--- src/rtl/f8_fetch_queue_if.sv ---
// f8_fetch_queue_if
//   Bundles the prefetch stage's ROM-side and decoder-side signals.
//   slave  : the fetch queue (drives ROM addresses and decoder outputs).
//   master : the surroundings (ROM data, redirect, consume).
//
//   read_addr_even/odd  15  ROM word addresses
//   read_data_even/odd   8  ROM bytes, one cycle after the address
//   redirect / redirect_addr  flush and restart fetch at a new PC
//   consume              3  bytes taken by the decoder this cycle (0..4)
//   avail                4  valid bytes held
//   out_data            32  head bytes, [7:0] is the byte at out_pc
//   out_pc              16  address of out_data[7:0]
//   fetch_fault          1  fetch stopped at the ROM range boundary
interface f8_fetch_queue_if;
    logic [14:0] read_addr_even;
    logic [14:0] read_addr_odd;
    logic [7:0]  read_data_even;
    logic [7:0]  read_data_odd;
    logic        redirect;
    logic [15:0] redirect_addr;
    logic [2:0]  consume;
    logic [3:0]  avail;
    logic [31:0] out_data;
    logic [15:0] out_pc;
    logic        fetch_fault;

    modport slave (
        output read_addr_even, read_addr_odd,
        input  read_data_even, read_data_odd,
        input  redirect, redirect_addr, consume,
        output avail, out_data, out_pc, fetch_fault
    );

    modport master (
        input  read_addr_even, read_addr_odd,
        output read_data_even, read_data_odd,
        output redirect, redirect_addr, consume,
        input  avail, out_data, out_pc, fetch_fault
    );
endinterface

--- src/rtl/f8_fetch_queue.sv ---
// f8_fetch_queue
//   Instruction prefetch stage in front of a dual-port even/odd byte ROM with
//   a 1-cycle registered read. Each issue requests two consecutive bytes
//   starting at fetch_addr; the response is pushed into a byte FIFO one cycle
//   later and the decoder sees up to 4 head bytes with their PC.
//
//   Ports:
//     clk    clock, all state on posedge
//     reset  synchronous, active-high
//     bus    f8_fetch_queue_if.slave (ROM address/data, redirect, consume,
//            avail, out_data, out_pc, fetch_fault)
//
//   Parameters:
//     DEPTH         byte FIFO capacity, power of two, >= 4
//     RESET_VECTOR  fetch and output PC after reset
//     ROMBASE       first valid ROM byte address (range check only)
//     ROMSIZE       ROM size in bytes (range check only)
//
//   Optional feature: define F8_FETCH_RANGE_CHECK_EN to stop fetching (and
//   raise a sticky fetch_fault) when a request would leave
//   [ROMBASE, ROMBASE+ROMSIZE). Without it fetch wraps mod 2^16 and
//   fetch_fault is 0.
module f8_fetch_queue #(
    parameter int          DEPTH        = 8,
    parameter logic [15:0] RESET_VECTOR = 16'h4000,
    parameter logic [15:0] ROMBASE      = 16'h4000,
    parameter int          ROMSIZE      = 2048
) (
    input  logic            clk,
    input  logic            reset,
    f8_fetch_queue_if.slave bus
);
    localparam int PW = $clog2(DEPTH);
    localparam int CW = PW + 1;
    // An issue needs room for both bytes of its response on top of what is
    // held and what is already in flight.
    localparam logic [CW+1:0] ISSUE_LIMIT = (CW+2)'(DEPTH - 2);

    logic [15:0]   fetch_addr_reg;
    logic [15:0]   out_pc_reg;
    logic [CW-1:0] count_reg;
    logic [CW-1:0] count_next;
    logic          inflight_reg;
    logic          inflight_odd_reg;
    logic [PW-1:0] rd_ptr_reg;
    logic [PW-1:0] wr_ptr_reg;
    logic [14:0]   addr_even_reg;
    logic [14:0]   addr_odd_reg;

    logic          fetch_stop;
    logic          issue;
    logic          push;
    logic [CW+1:0] reserved;
    logic [14:0]   issue_word;
    logic [14:0]   issue_even;
    logic [CW-1:0] consume_ext;
    logic [CW-1:0] consume_eff;
    logic [7:0]    first_byte;
    logic [7:0]    second_byte;
    logic [PW-1:0] wr_ptr_inc;
    logic [7:0]    entry [DEPTH];

    // ------------------------------------------------------------------
    // Optional ROM range check
    // ------------------------------------------------------------------
`ifdef F8_FETCH_RANGE_CHECK_EN
    localparam logic [31:0] RANGE_LO = 32'(ROMBASE);
    localparam logic [31:0] RANGE_HI = 32'(ROMBASE) + 32'(ROMSIZE);

    logic out_of_range;
    logic fault_reg;

    // Both bytes of the pair must be inside the ROM; the 32-bit compare
    // keeps FFFF+1 from wrapping back into range.
    assign out_of_range = ({16'd0, fetch_addr_reg} < RANGE_LO) ||
                          (({16'd0, fetch_addr_reg} + 32'd1) >= RANGE_HI);
    assign fetch_stop   = fault_reg || out_of_range;

    always_ff @(posedge clk) begin
        if (reset || bus.redirect) begin
            fault_reg <= 1'b0;
        end else if (out_of_range) begin
            fault_reg <= 1'b1;
        end
    end

    assign bus.fetch_fault = fault_reg;
`else
    // Range configuration has no effect in this build.
    logic unused_range_cfg;
    assign unused_range_cfg = ^{ROMBASE, 32'(ROMSIZE)};
    assign fetch_stop       = 1'b0;
    assign bus.fetch_fault  = 1'b0;
`endif

    // ------------------------------------------------------------------
    // Issue decision and ROM addressing
    // ------------------------------------------------------------------
    assign reserved   = {2'b00, count_reg} + (inflight_reg ? (CW+2)'(2) : '0);
    assign issue      = !reset && !bus.redirect && (reserved <= ISSUE_LIMIT) && !fetch_stop;
    assign issue_word = fetch_addr_reg[15:1];
    // Unaligned pair: odd byte of this word, even byte of the next word.
    assign issue_even = fetch_addr_reg[0] ? issue_word + 15'd1 : issue_word;

    // Addresses go out combinationally in the issue cycle so the ROM's
    // registered read returns data exactly one cycle later.
    assign bus.read_addr_even = issue ? issue_even : addr_even_reg;
    assign bus.read_addr_odd  = issue ? issue_word : addr_odd_reg;

    // ------------------------------------------------------------------
    // Push / pop bookkeeping
    // ------------------------------------------------------------------
    assign push        = inflight_reg && !bus.redirect;
    assign first_byte  = inflight_odd_reg ? bus.read_data_odd  : bus.read_data_even;
    assign second_byte = inflight_odd_reg ? bus.read_data_even : bus.read_data_odd;
    assign wr_ptr_inc  = wr_ptr_reg + PW'(1);

    assign consume_ext = CW'(bus.consume);
    assign consume_eff = (consume_ext > count_reg) ? count_reg : consume_ext;
    assign count_next  = count_reg - consume_eff + (push ? CW'(2) : '0);

    always_ff @(posedge clk) begin
        if (reset) begin
            fetch_addr_reg   <= RESET_VECTOR;
            out_pc_reg       <= RESET_VECTOR;
            count_reg        <= '0;
            inflight_reg     <= 1'b0;
            inflight_odd_reg <= 1'b0;
            rd_ptr_reg       <= '0;
            wr_ptr_reg       <= '0;
            addr_even_reg    <= RESET_VECTOR[15:1];
            addr_odd_reg     <= RESET_VECTOR[15:1];
        end else if (bus.redirect) begin
            // Flush: held bytes and any arriving response are dropped.
            fetch_addr_reg   <= bus.redirect_addr;
            out_pc_reg       <= bus.redirect_addr;
            count_reg        <= '0;
            inflight_reg     <= 1'b0;
            inflight_odd_reg <= 1'b0;
            rd_ptr_reg       <= '0;
            wr_ptr_reg       <= '0;
        end else begin
            out_pc_reg   <= out_pc_reg + 16'(consume_eff);
            rd_ptr_reg   <= rd_ptr_reg + PW'(consume_eff);
            count_reg    <= count_next;
            inflight_reg <= issue;
            if (push) begin
                wr_ptr_reg <= wr_ptr_reg + PW'(2);
            end
            if (issue) begin
                fetch_addr_reg   <= fetch_addr_reg + 16'd2;
                inflight_odd_reg <= fetch_addr_reg[0];
                addr_even_reg    <= issue_even;
                addr_odd_reg     <= issue_word;
            end
        end
    end

    // ------------------------------------------------------------------
    // Byte storage: each entry takes the first or second byte of a push.
    // Head bytes are read combinationally, so this is register storage.
    // ------------------------------------------------------------------
    genvar gi;
    for (gi = 0; gi < DEPTH; gi++) begin : g_entry
        logic [7:0] byte_reg;
        always_ff @(posedge clk) begin
            if (push) begin
                if (wr_ptr_reg == PW'(gi)) begin
                    byte_reg <= first_byte;
                end else if (wr_ptr_inc == PW'(gi)) begin
                    byte_reg <= second_byte;
                end
            end
        end
        assign entry[gi] = byte_reg;
    end

    for (gi = 0; gi < 4; gi++) begin : g_head
        assign bus.out_data[8*gi +: 8] = entry[rd_ptr_reg + PW'(gi)];
    end

    assign bus.avail  = 4'(count_reg);
    assign bus.out_pc = out_pc_reg;
endmodule
--- src/flat_wrapper.sv ---
// flat-port wrapper written by rule: the top's interface ports become plain ports
module f8_fetch_queue_flat 
#(
    parameter int          DEPTH        = 8,
    parameter logic [15:0] RESET_VECTOR = 16'h4000,
    parameter logic [15:0] ROMBASE      = 16'h4000,
    parameter int          ROMSIZE      = 2048
)
  (clk, reset, bus_read_addr_even, bus_read_addr_odd, bus_read_data_even, bus_read_data_odd, bus_redirect, bus_redirect_addr, bus_consume, bus_avail, bus_out_data, bus_out_pc, bus_fetch_fault);
  f8_fetch_queue_if bus_i ();
  input  logic clk;
  input  logic reset;
  output wire logic [$bits(bus_i.read_addr_even)-1:0] bus_read_addr_even;
  output wire logic [$bits(bus_i.read_addr_odd)-1:0] bus_read_addr_odd;
  input wire logic [$bits(bus_i.read_data_even)-1:0] bus_read_data_even;
  input wire logic [$bits(bus_i.read_data_odd)-1:0] bus_read_data_odd;
  input wire logic [$bits(bus_i.redirect)-1:0] bus_redirect;
  input wire logic [$bits(bus_i.redirect_addr)-1:0] bus_redirect_addr;
  input wire logic [$bits(bus_i.consume)-1:0] bus_consume;
  output wire logic [$bits(bus_i.avail)-1:0] bus_avail;
  output wire logic [$bits(bus_i.out_data)-1:0] bus_out_data;
  output wire logic [$bits(bus_i.out_pc)-1:0] bus_out_pc;
  output wire logic [$bits(bus_i.fetch_fault)-1:0] bus_fetch_fault;
  assign bus_read_addr_even = bus_i.read_addr_even;
  assign bus_read_addr_odd = bus_i.read_addr_odd;
  assign bus_i.read_data_even = bus_read_data_even;
  assign bus_i.read_data_odd = bus_read_data_odd;
  assign bus_i.redirect = bus_redirect;
  assign bus_i.redirect_addr = bus_redirect_addr;
  assign bus_i.consume = bus_consume;
  assign bus_avail = bus_i.avail;
  assign bus_out_data = bus_i.out_data;
  assign bus_out_pc = bus_i.out_pc;
  assign bus_fetch_fault = bus_i.fetch_fault;
  f8_fetch_queue #(.DEPTH(DEPTH), .RESET_VECTOR(RESET_VECTOR), .ROMBASE(ROMBASE), .ROMSIZE(ROMSIZE)) u_core (.clk(clk), .reset(reset), .bus(bus_i));
endmodule
--- config.mk ---
export PLATFORM = sky130hd
export DESIGN_NAME = f8_fetch_queue_flat
export DESIGN_NICKNAME = d
export VERILOG_FILES = /design/src/rtl/f8_fetch_queue_if.sv /design/src/rtl/f8_fetch_queue.sv /design/src/flat_wrapper.sv
export SDC_FILE = /design/constraint.sdc
export NUM_CORES = 1
export LEC_CHECK = 0
export ABC_AREA = 1
export CORE_MARGIN = 1.5
export CORE_UTILIZATION = 50
export CTS_BUF_LIST = sky130_fd_sc_hd__clkbuf_4 sky130_fd_sc_hd__clkbuf_8
export DETAILED_ROUTE_END_ITERATION = 6
export PLACE_DENSITY = 0.8
export SLEW_MARGIN = 0
export SYNTH_ARGS = -nofsm -noshare
export SYNTH_HDL_FRONTEND = slang
export SYNTH_SLANG_ARGS = --single-unit
--- constraint.sdc ---
create_clock -name clk -period 3.5 [get_ports clk]
set_input_delay 1.05 -clock clk [delete_from_list [all_inputs] [get_ports clk]]
set_output_delay 1.05 -clock clk [all_outputs]
set_load 0.01 [all_outputs]
==> results.ini, run 1 <==
[clocking]
clock-sinks = 137
clock_buffer_depth = 2
tritoncts = yes
insertion_delay_ns = 0.43
ctsRootBufferMaster = sky130_fd_sc_hd__clkbuf_8
htreeDepth = 4
clk_transition_reported_paths_ns = 0.09
cts_inserted_buffers = 17

[hold_path]
hp-start = u_core.addr_even_reg[6]$_SDFFE_PP0N_
worstHoldPathType = reg -> reg
whs_endpoint = u_core.addr_even_reg[6]$_SDFFE_PP0N_
depth_of_the_worst_hold_timing_path = 2

[synth]
synthDistinctLibCells = 39
mapped_cells = 1150
synth-seq-cells = 137
seq_area_frac_synth_pct = 40.9
synthesis.area_per_instance_sq_um = 7.19
ys_warn_count = 0
synth_area_sq_um = 8270

[pwr]
seqPwrFrac_pct = 34.3
clkPwrFrac_pct = 23.1
worst_ir_drop_vdd_v = 0.000280
power.static_leakage_nw = 4.54
internal_power_w = 0.00341
share_comb_of_total_power_pct = 42.6
power_switching_w = 0.00202
p_sw_share_pct = 37.2
power.density_nw_per_um2 = 522

[worst_setup_path]
crit_type = reg -> out
worst-endpoint-arrival_ns = 2.36
timing.critical_path.to_type = output port
depth_of_the_worst_register_to_register_path = 16
crit_required_ns = 2.45
worst_setup_path_start_kind = flip-flop
rrSetupSlack_ns = 0.51
worst_r2r_endpoint = u_core.bus.avail[3]$_SDFF_PP0_
worst_path_fanout_max = 30
timing.rr.start = u_core.bus.avail[2]$_SDFF_PP0_

[run_status]
status = complete, no violations

[cells_and_area]
layout.nets = 1355
instances_no_fill = 1522
share_of_final_layout_standard_cells_stronger_than_drive_strength_1_pct = 11.9
layout.filler_cells = 1400
area.growth.synth_to_final_pct = 25.7
fin_util_pct = 65.0
largest_register_ff_count = 64
insertedDiodeCount = 0

[die]
die-area_sq_um = 17300
core.rowCount = 46
io-pin-count = 121
floorplan.die.height_microns = 132
initial_core_util_pct = 51.7
dieWidth_microns = 132
design.core.area_sq_um = 16000

[timing]
finalHoldViolCount = 0
finalSetupViolCount = 0
unrepaired_setup_endpoints_after_global_routing = true
period_share_pct = 97.4
report.final.slew_viol_count = 0
timing.setup.tns_ns = 0
layout_min_cycle_time_ns = 3.41
tightestPinTransition_ns = 0.974
fin_skew_ns = 0.0144
slew-limit-headroom_pct = 35.0
fmaxAchievable_mhz = 293

[placed_design]
port-buffer-count = 119
dp_hpwl_microns = 16000
finalWeightedCongestion = 0.875
placedCellCount = 1482

[detailed_routing]
routed_wirelength_microns = 21800
drtIter0Drc = 453
detailroute.via_count = 7935
detail-route-antenna-nets = 0
wire_per_inst_microns = 14.3
drtPass1Iterations = 5
viasPerCell = 5.21
route.detailed.drc = 0

[global_routing]
via_count_of_the_first_global_routing_pass = 7340
antenna_found_initial = 0
groute.usage.overall_pct = 24.7
grt_max_degree = 67
globalRouteOverflowTotal = 0
grt_pass1_wl_microns = 35200

[job]
max_cap_viols = 0

==> power by group through the flow <==
| stage | registers [W] | logic [W] | clock network (W) |
|---|---|---|---|
| 6_report | 0.00186 | 0.00231 | 0.00125 |
| 5_1_grt | 0.00187 | 0.00256 | 0.00133 |
| 4_1_cts | 0.00185 | 0.00222 | 0.00127 |
| 3_5_place_dp | 0.00189 | 0.00217 | 0 |
| 3_3_place_gp | 0.00189 | 0.00210 | 0 |
| 2_1_floorplan | 0.00189 | 0.00124 | 0 |
==> cell usage after synthesis <==
cell type,instances,share of area (%)
sky130_fd_sc_hd__a21boi_1,2,0.18
sky130_fd_sc_hd__a21oi_1,34,2.1
sky130_fd_sc_hd__a21oi_2,3,0.32
sky130_fd_sc_hd__a31oi_1,1,0.076
sky130_fd_sc_hd__and3_1,1,0.076
sky130_fd_sc_hd__buf_1,7,0.32
sky130_fd_sc_hd__buf_2,13,0.79
sky130_fd_sc_hd__buf_4,5,0.45
sky130_fd_sc_hd__buf_6,1,0.14
sky130_fd_sc_hd__buf_8,2,0.36
sky130_fd_sc_hd__clkbuf_1,23,1.0
sky130_fd_sc_hd__clkinv_1,3,0.14
sky130_fd_sc_hd__conb_1,1,0.045
sky130_fd_sc_hd__dfxtp_1,73,18
sky130_fd_sc_hd__edfxtp_1,64,23
sky130_fd_sc_hd__fa_1,4,0.97
sky130_fd_sc_hd__ha_1,20,3.0
sky130_fd_sc_hd__inv_1,104,4.7
sky130_fd_sc_hd__inv_2,2,0.091
sky130_fd_sc_hd__mux2i_1,34,4.1
sky130_fd_sc_hd__nand2_1,451,20
sky130_fd_sc_hd__nand2_2,3,0.23
sky130_fd_sc_hd__nand3_1,88,5.3
sky130_fd_sc_hd__nand3b_1,1,0.091
sky130_fd_sc_hd__nand4_1,17,1.3
sky130_fd_sc_hd__nor2_1,60,2.7
sky130_fd_sc_hd__nor2_2,2,0.15
sky130_fd_sc_hd__nor2_8,1,0.24
sky130_fd_sc_hd__nor3_1,2,0.12
sky130_fd_sc_hd__o2111ai_1,2,0.21
sky130_fd_sc_hd__o21a_1,6,0.54
sky130_fd_sc_hd__o21ai_0,66,4.0
sky130_fd_sc_hd__o21ai_1,9,0.54
sky130_fd_sc_hd__o21ai_2,12,1.3
sky130_fd_sc_hd__o221ai_1,1,0.11
sky130_fd_sc_hd__o22ai_1,9,0.68
sky130_fd_sc_hd__or2_2,9,0.68
sky130_fd_sc_hd__xnor2_1,5,0.53
sky130_fd_sc_hd__xor2_1,9,0.95
==> kinds of logic after synthesis <==
group	after synthesis	synth area share (%)
flip-flops	137	40.9
other	1	0.0454
AO/OA/AOI/OAI	145	9.99
XOR/XNOR	14	1.48
AND/OR/NAND/NOR	635	31.4
adder cells (fa/ha/maj)	24	4.00
buffers and inverters	160	8.05
multiplexers	34	4.12
==> critical path: stages, from the launching register on <==
cell and delay, ns:
sky130_fd_sc_hd__dfxtp_2 0.37, sky130_fd_sc_hd__inv_1 0.14, sky130_fd_sc_hd__buf_6 0.24, sky130_fd_sc_hd__o21ai_0 0.17
sky130_fd_sc_hd__or2_2 0.31, sky130_fd_sc_hd__o2111ai_1 0.11, sky130_fd_sc_hd__clkdlybuf4s50_1 0.58
==> cells in the final DEF, fill, tap and decap left out, drive strengths merged, types with 2 or more instances in the layout <==
| cell type | instances |
|---|---|
| or2 | 9 |
| xnor2 | 5 |
| fa | 4 |
| nand4 | 17 |
| clkbuf | 33 |
| buf | 56 |
| inv | 115 |
| clkdlybuf4s15 | 8 |
| o21ai | 87 |
| ha | 20 |
| a21oi | 37 |
| nand2 | 454 |
| edfxtp | 64 |
| mux2i | 34 |
| conb | 2 |
| dlymetal6s2s | 3 |
| a21boi | 2 |
| dfxtp | 73 |
| clkinv | 5 |
| o22ai | 9 |
| o2111ai | 2 |
| clkinvlp | 5 |
| nor2 | 63 |
| nand3 | 88 |
| clkdlybuf4s50 | 84 |
| o21a | 6 |
| dlygate4sd2 | 6 |
| xor2 | 9 |
| nor3 | 2 |
==> stage by stage <==
stage                     hold slack, ns  instance area (sq um)  worst slack, ns  power [W]
after detailed placement           0.465                   9880           -0.594    0.00406
after CTS                          0.477                  10300          0.00432    0.00535
after global routing               0.500                  10400          -0.0638    0.00576
after floorplan                    0.437                   8280           0.0576    0.00312
final                              0.475                  10400           0.0922    0.00543
after global placement             0.453                   9880           -0.532    0.00399
==> worst max path at each step <==
stage	cells after the start	endpoint	start	slack, ns
after floorplan	14	u_core.bus.avail[3]$_SDFF_PP0_	bus_consume[2]	0.06
after global placement	12	bus_read_addr_even[14]	bus_redirect	-0.53
after detailed placement	12	bus_read_addr_even[14]	bus_redirect	-0.59
after CTS	15	u_core.bus.avail[3]$_SDFF_PP0_	bus_consume[2]	0.004
after global routing	7	bus_out_data[8]	u_core.rd_ptr_reg[0]$_SDFF_PP0_	-0.06
final	6	bus_out_data[6]	u_core.rd_ptr_reg[0]$_SDFF_PP0_	0.09
==> final cells by class <==
cell class                 instances  area [sq um]  share of cell area (%)
clock buffer                      17           234                    2.25
clock inverter                    15           151                    1.46
inverter                         109           419                    4.03
multi-input combinational        854          4310                    41.5
sequential                       137          3390                    32.6
tap                              216           270                    2.60
timing repair buffer             173          1610                    15.5
timing repair inverter             1          7.51                  0.0722
==> what timing repair did <==
action                                  CTS  global route
pin swaps                                 2             8
resized for setup                        48            60
gates cloned                              2             1
endpoints found under the setup margin   47            62
buffers inserted                          3             2
hold buffers                              0             0
==> routing by layer <==
| layer | global-route usage [%] | part of all wire (%) | wire (microns) | vias to the layer above |
|---|---|---|---|---|
| li1 | - | - | - | 4020 |
| met1 | 31.2 | 42 | 9240 | 3600 |
| met2 | 42.0 | 50 | 10900 | 276 |
| met3 | 3.43 | 5.4 | 1180 | 39 |
| met4 | 11.0 | 2.5 | 548 | 0 |
| met5 | 0 | 0 | 0 | - |
No activity file was read; power rests on OpenSTA's default activity.
==> inputs of run 2 (changes only) <==
Settings changed: DONT_BUFFER_PORTS set to 1, HOLD_SLACK_MARGIN set to 0.02, PLACE_DENSITY 0.8 to 0.71.
==> run 2 against run 1 <==
Power down 11%; global-route usage shrank 2.0 points; clock power rose by 17%; sequential cell count did not move; non-clock buffer count shrank 155; hold slack got worse by 0.0059 ns; first-iteration DRC count is 26% lower; core utilization is 9.3 points lower; fmax grew 3.0%; largest power group is now sequential cells; highest routed layer unchanged.
==> results.ini, run 2 (synthesis gave the netlist of run 1 again) <==
[timing]
crit_path_setup_slack_layout_ns = 0.192
tightestPinTransition_ns = 0.947
finalHoldViolCount = 0
report.final.slew_viol_count = 0
finalSetupViolCount = 0
layout_min_cycle_time_ns = 3.31
slew-limit-headroom_pct = 36.8
fmaxAchievable_mhz = 302
unrepaired_setup_endpoints_after_global_routing = false
fin_skew_ns = 0.00998
period_share_pct = 94.5

[worst_setup_path]
worst_r2r_endpoint = u_core.bus.avail[3]$_SDFF_PP0_
timing.rr.start = u_core.bus.avail[1]$_SDFF_PP0_
depth_of_the_worst_register_to_register_path = 16
rrSetupSlack_ns = 0.48
crit_type = reg -> out
worst_path_fanout_max = 16
crit_required_ns = 2.45
timing.critical_path.to_type = output port
worst_setup_path_start_kind = flip-flop
worst-endpoint-arrival_ns = 2.26

[hold_path]
hp-start = u_core.addr_even_reg[10]$_SDFFE_PP0N_
depth_of_the_worst_hold_timing_path = 2
worstHoldPathType = reg -> reg
whs_endpoint = u_core.addr_even_reg[10]$_SDFFE_PP0N_

[pwr]
power.static_leakage_nw = 3.84
power.density_nw_per_um2 = 544
worst_ir_drop_vdd_v = 0.000285

[cells_and_area]
final_common_cell = sky130_fd_sc_hd__nand2_1
layout.nets = 1199
mostFrequentLayoutCells = sky130_fd_sc_hd__nand2_1 (451), sky130_fd_sc_hd__inv_1 (104), sky130_fd_sc_hd__nand3_1 (88)
insertedDiodeCount = 0
largest_register_ff_count = 64
area.growth.synth_to_final_pct = 7.63
final_area_sq_um = 8900
share_of_final_layout_standard_cells_stronger_than_drive_strength_1_pct = 7.39
instances_no_fill = 1366

[clocking]
clk_transition_reported_paths_ns = 0.08
clock-sinks = 137
post-cts-setup-buffers = 0
cts_inserted_buffers = 17
cts_repair_resize_count = 0
htreeDepth = 4
clock_buffer_depth = 2
insertion_delay_ns = 0.45
ctsRootBufferMaster = sky130_fd_sc_hd__clkbuf_8
cts.hold.buffers_added = 0
tritoncts = yes

[detailed_routing]
drtPass1Iterations = 6
wire_per_inst_microns = 14.4
route.detailed.drc = 0
detail-route-antenna-nets = 0
drtIter0Drc = 334
detailroute.via_count = 7098
routed_wirelength_microns = 19700
viasPerCell = 5.20

[global_routing]
groute.usage.overall_pct = 22.7
via_count_of_the_first_global_routing_pass = 6378
grt_max_degree = 62
antenna_found_initial = 0
grt_pass1_wl_microns = 31800
globalRouteOverflowTotal = 0

[placed_design]
placedCellCount = 1334
post_dp_cell_area_sq_um = 8440
port-buffer-count = 0
finalWeightedCongestion = 0.892
dp_hpwl_microns = 14900
preCtsSetupSlack_ns = -0.00365

[die]
initial_core_util_pct = 51.7
io-pin-count = 121
core.rowCount = 46
die-area_sq_um = 17300
floorplan.die.height_microns = 132
design.core.area_sq_um = 16000
dieWidth_microns = 132

[run_status]
status = complete, no violations

[job]
max_cap_viols = 0

==> run 2: cell count changes in the layout (fill, tap and decap cells not counted), moves of 4 or more <==
cell                              before  now
sky130_fd_sc_hd__clkdlybuf4s50_1      84    0
sky130_fd_sc_hd__nand2_1             446  451
sky130_fd_sc_hd__buf_4                45   16
sky130_fd_sc_hd__dlygate4sd2_1         6    0
sky130_fd_sc_hd__buf_12                5    1
sky130_fd_sc_hd__clkdlybuf4s15_1       8    0
sky130_fd_sc_hd__inv_8                 6    2
sky130_fd_sc_hd__clkbuf_2             15    0
sky130_fd_sc_hd__bufinv_16             0    4
==> run 2: layout make-up <==
cell class	count	area, sq um
clock buffer	17	234
clock inverter	15	214
fill	1483	7100
inverter	109	409
multi-input combinational	854	4230
sequential	137	3390
tap	216	270
timing repair buffer	18	151
==> run 2: critical path, cell delays in order (launching register included) <==
cell and delay (ns):
sky130_fd_sc_hd__dfxtp_2 0.37, sky130_fd_sc_hd__ha_1 0.24, sky130_fd_sc_hd__ha_1 0.28, sky130_fd_sc_hd__nand2_1 0.06, sky130_fd_sc_hd__nor2_1 0.05, sky130_fd_sc_hd__nor2_2 0.11
sky130_fd_sc_hd__nand2_2 0.08, sky130_fd_sc_hd__inv_2 0.12, sky130_fd_sc_hd__buf_4 0.25, sky130_fd_sc_hd__nand2_1 0.12, sky130_fd_sc_hd__nand2_1 0.13
==> run 2: how the worst max path moves through the flow <==
| stage | start | end | slack [ns] | cells after the start |
|---|---|---|---|---|
| after global routing | u_core.bus.avail[1]$_SDFF_PP0_ | bus_read_addr_odd[10] | 0.02 | 10 |
| after detailed placement | bus_consume[1] | u_core.bus.avail[3]$_SDFF_PP0_ | -0.004 | 15 |
| after global placement | bus_consume[1] | u_core.bus.avail[3]$_SDFF_PP0_ | 0.07 | 15 |
| after CTS | u_core.rd_ptr_reg[0]$_SDFF_PP0_ | bus_out_data[12] | 0.03 | 5 |
| final | u_core.bus.avail[1]$_SDFF_PP0_ | bus_read_addr_even[4] | 0.19 | 10 |
| after floorplan | bus_consume[2] | u_core.bus.avail[3]$_SDFF_PP0_ | 0.06 | 14 |
==> run 2: stage by stage <==
step           power, W  utilization, %  hold WS (ns)   TNS, ns
2_1_floorplan   0.00312               -         0.437         0
3_3_place_gp    0.00337            52.7         0.450         0
3_5_place_dp    0.00342            52.7         0.454  -0.00365
4_1_cts         0.00487            55.5         0.470         0
5_1_grt         0.00514            55.6         0.483         0
6_report        0.00484            55.6         0.469         0
==> run 2: power by group <==
part           leakage, nW  switching [W]  internal [W]
logic                 2.44       0.000998      0.000504
registers             1.18       0.000108       0.00178
clock network        0.219       0.000665      0.000794
total                 3.84        0.00177       0.00307
==> run 2: per-layer routing <==
layer  track usage, %  up-vias  share of wire [%]
li1                 -     3703                  -
met1             29.0     3131                 45
met2             37.3      225                 47
met3             4.32       39                5.7
met4             10.6        0                3.1
met5                0        -                  0
==> inputs of run 3 (changes only) <==
Settings changed: PLACE_DENSITY 0.71 to 0.68.
==> run 3 against run 2 <==
Global-route usage grew 0.56 points; highest routed layer unchanged; first-iteration DRC count grew 24%; final area shrank 0.37%.
==> results.ini, run 3 (synthesis gave the netlist of run 1 again) <==
[run_status]
status = complete, no violations

[clocking]
clk_transition_reported_paths_ns = 0.09
cts_repair_resize_count = 0
insertion_delay_ns = 0.44
post-cts-setup-buffers = 0
cts_inserted_buffers = 17
ctsRootBufferMaster = sky130_fd_sc_hd__clkbuf_8
cts.hold.buffers_added = 0
clock-sinks = 137
clock_buffer_depth = 2
tritoncts = yes
htreeDepth = 4

[worst_setup_path]
timing.critical_path.slowest_stage_cell = sky130_fd_sc_hd__dfxtp_1
crit_required_ns = 2.45
timing.critical_path.slowest_cell_delay_ns = 0.32
crit_type = reg -> out
timing.critical_path.to_type = output port
crit_chain = buf_4, ha_1, ha_1, nand2_1, nor2_1, nor2_2, nand2_2, inv_4, buf_12, nand2_1, o21ai_2
worst_setup_path_start_kind = flip-flop
depth_of_the_worst_register_to_register_path = 16
worst-endpoint-arrival_ns = 2.29
worst_r2r_endpoint = u_core.bus.avail[3]$_SDFF_PP0_
timing.rr.start = u_core.bus.avail[1]$_SDFF_PP0_
rrSetupSlack_ns = 0.62
worst_path_fanout_max = 23

[timing]
period_share_pct = 95.4
finalHoldViolCount = 0
slew-limit-headroom_pct = 38.4
hold_ws_ns = 0.467
finalSetupViolCount = 0
timing.setup.tns_ns = 0
report.final.slew_viol_count = 0
fmaxAchievable_mhz = 299
unrepaired_setup_endpoints_after_global_routing = false
tightestPinTransition_ns = 0.922
layout_min_cycle_time_ns = 3.34
fin_skew_ns = 0.00937

[detailed_routing]
viasPerCell = 5.20
detail-route-antenna-nets = 0
drtIter0Drc = 413
wire_per_inst_microns = 14.5
drtPass1Iterations = 5
detailroute.via_count = 7100
routed_wirelength_microns = 19700
route.detailed.drc = 0

[placed_design]
dp_hpwl_microns = 14800
port-buffer-count = 0
finalWeightedCongestion = 0.862

[cells_and_area]
share_of_final_layout_standard_cells_stronger_than_drive_strength_1_pct = 7.57
area.growth.synth_to_final_pct = 7.23
register_area_sq_um = 3380
insertedDiodeCount = 0
layout.filler_cells = 1548
multi_input_area_sq_um = 4240
largest_register_ff_count = 64
final_common_cell = sky130_fd_sc_hd__nand2_1
layout.nets = 1199
mostFrequentLayoutCells = sky130_fd_sc_hd__nand2_1 (449), sky130_fd_sc_hd__inv_1 (104), sky130_fd_sc_hd__nand3_1 (88)

[die]
floorplan.die.height_microns = 132
core.rowCount = 46
dieWidth_microns = 132
die-area_sq_um = 17300
io-pin-count = 121
design.core.area_sq_um = 16000
initial_core_util_pct = 51.7

[global_routing]
groute.usage.overall_pct = 23.3
antenna_found_initial = 0
via_count_of_the_first_global_routing_pass = 6408
globalRouteOverflowTotal = 0
grt_max_degree = 64
grt_pass1_wl_microns = 32700

[hold_path]
hp-start = u_core.addr_even_reg[12]$_SDFFE_PP0N_
worstHoldPathType = reg -> reg
depth_of_the_worst_hold_timing_path = 2
whs_endpoint = u_core.addr_even_reg[12]$_SDFFE_PP0N_

[pwr]
power.density_nw_per_um2 = 529
power.static_leakage_nw = 3.81
worst_ir_drop_vdd_v = 0.000321

[job]
max_cap_viols = 0

==> run 3: cell count changes in the layout (fill, tap and decap cells not counted), sizes merged <==
cell and delta:
bufinv -3, clkinvlp +1, clkinv -1, inv +3
==> run 3: final cells by class <==
cell class	count	share of cell area, %
Multi-Input combinational cell	854	47.8
Sequential cell	137	38.2
Inverter	109	4.64
Tap cell	216	3.05
Clock buffer	17	2.64
Timing Repair Buffer	18	1.95
Clock inverter	15	1.74
==> run 3: critical path, delay by kind of cell, from the launching register on <==
kind | cells | cell delay [ns]
buf+inv | 3 | 0.46
simple gates | 5 | 0.45
compound gates | 1 | 0.14
fa+ha+maj | 2 | 0.47
flops | 1 | 0.32
==> run 3: worst max-delay path by stage <==
| stage | startpoint | end |
|---|---|---|
| finish | u_core.bus.avail[1]$_SDFF_PP0_ | bus_read_addr_odd[0] |
| global route | u_core.bus.avail[1]$_SDFF_PP0_ | bus_read_addr_even[5] |
| CTS | u_core.rd_ptr_reg[1]$_SDFF_PP0_ | bus_out_data[12] |
| detailed placement | bus_consume[1] | u_core.bus.avail[3]$_SDFF_PP0_ |
| global placement | bus_consume[1] | u_core.bus.avail[3]$_SDFF_PP0_ |
| floorplan | bus_consume[2] | u_core.bus.avail[3]$_SDFF_PP0_ |
==> run 3: metal layers <==
metal / vias to the layer above / wire length [microns] / global-route usage [%]
met5: - / 0 / 0
li1: 3700 / - / -
met2: 217 / 9480 / 38.8
met1: 3158 / 8750 / 30.3
met3: 25 / 1120 / 4.90
met4: 0 / 400 / 7.28
==> run 3: power by group <==
part	leakage, nW	internal, W	switching [W]
sequential	1.18	0.00177	0.0000970
combinational	2.45	0.000511	0.00102
clock	0.189	0.000588	0.000695
total	3.81	0.00287	0.00181
==> run 3: per-stage QoR <==
stage | utilization [%] | setup slack [ns] | instances | power, W | cell area (sq um)
6_report | 55.4 | 0.161 | 1366 | 0.00469 | 8870
5_1_grt | 55.4 | 0.0213 | 1366 | 0.00501 | 8870
4_1_cts | 55.3 | 0.000154 | 1366 | 0.00471 | 8850
3_5_place_dp | 52.9 | 0.0150 | 1334 | 0.00343 | 8460
3_3_place_gp | 52.9 | 0.0835 | 1334 | 0.00340 | 8460
2_1_floorplan | - | 0.0576 | 1151 | 0.00312 | 8280
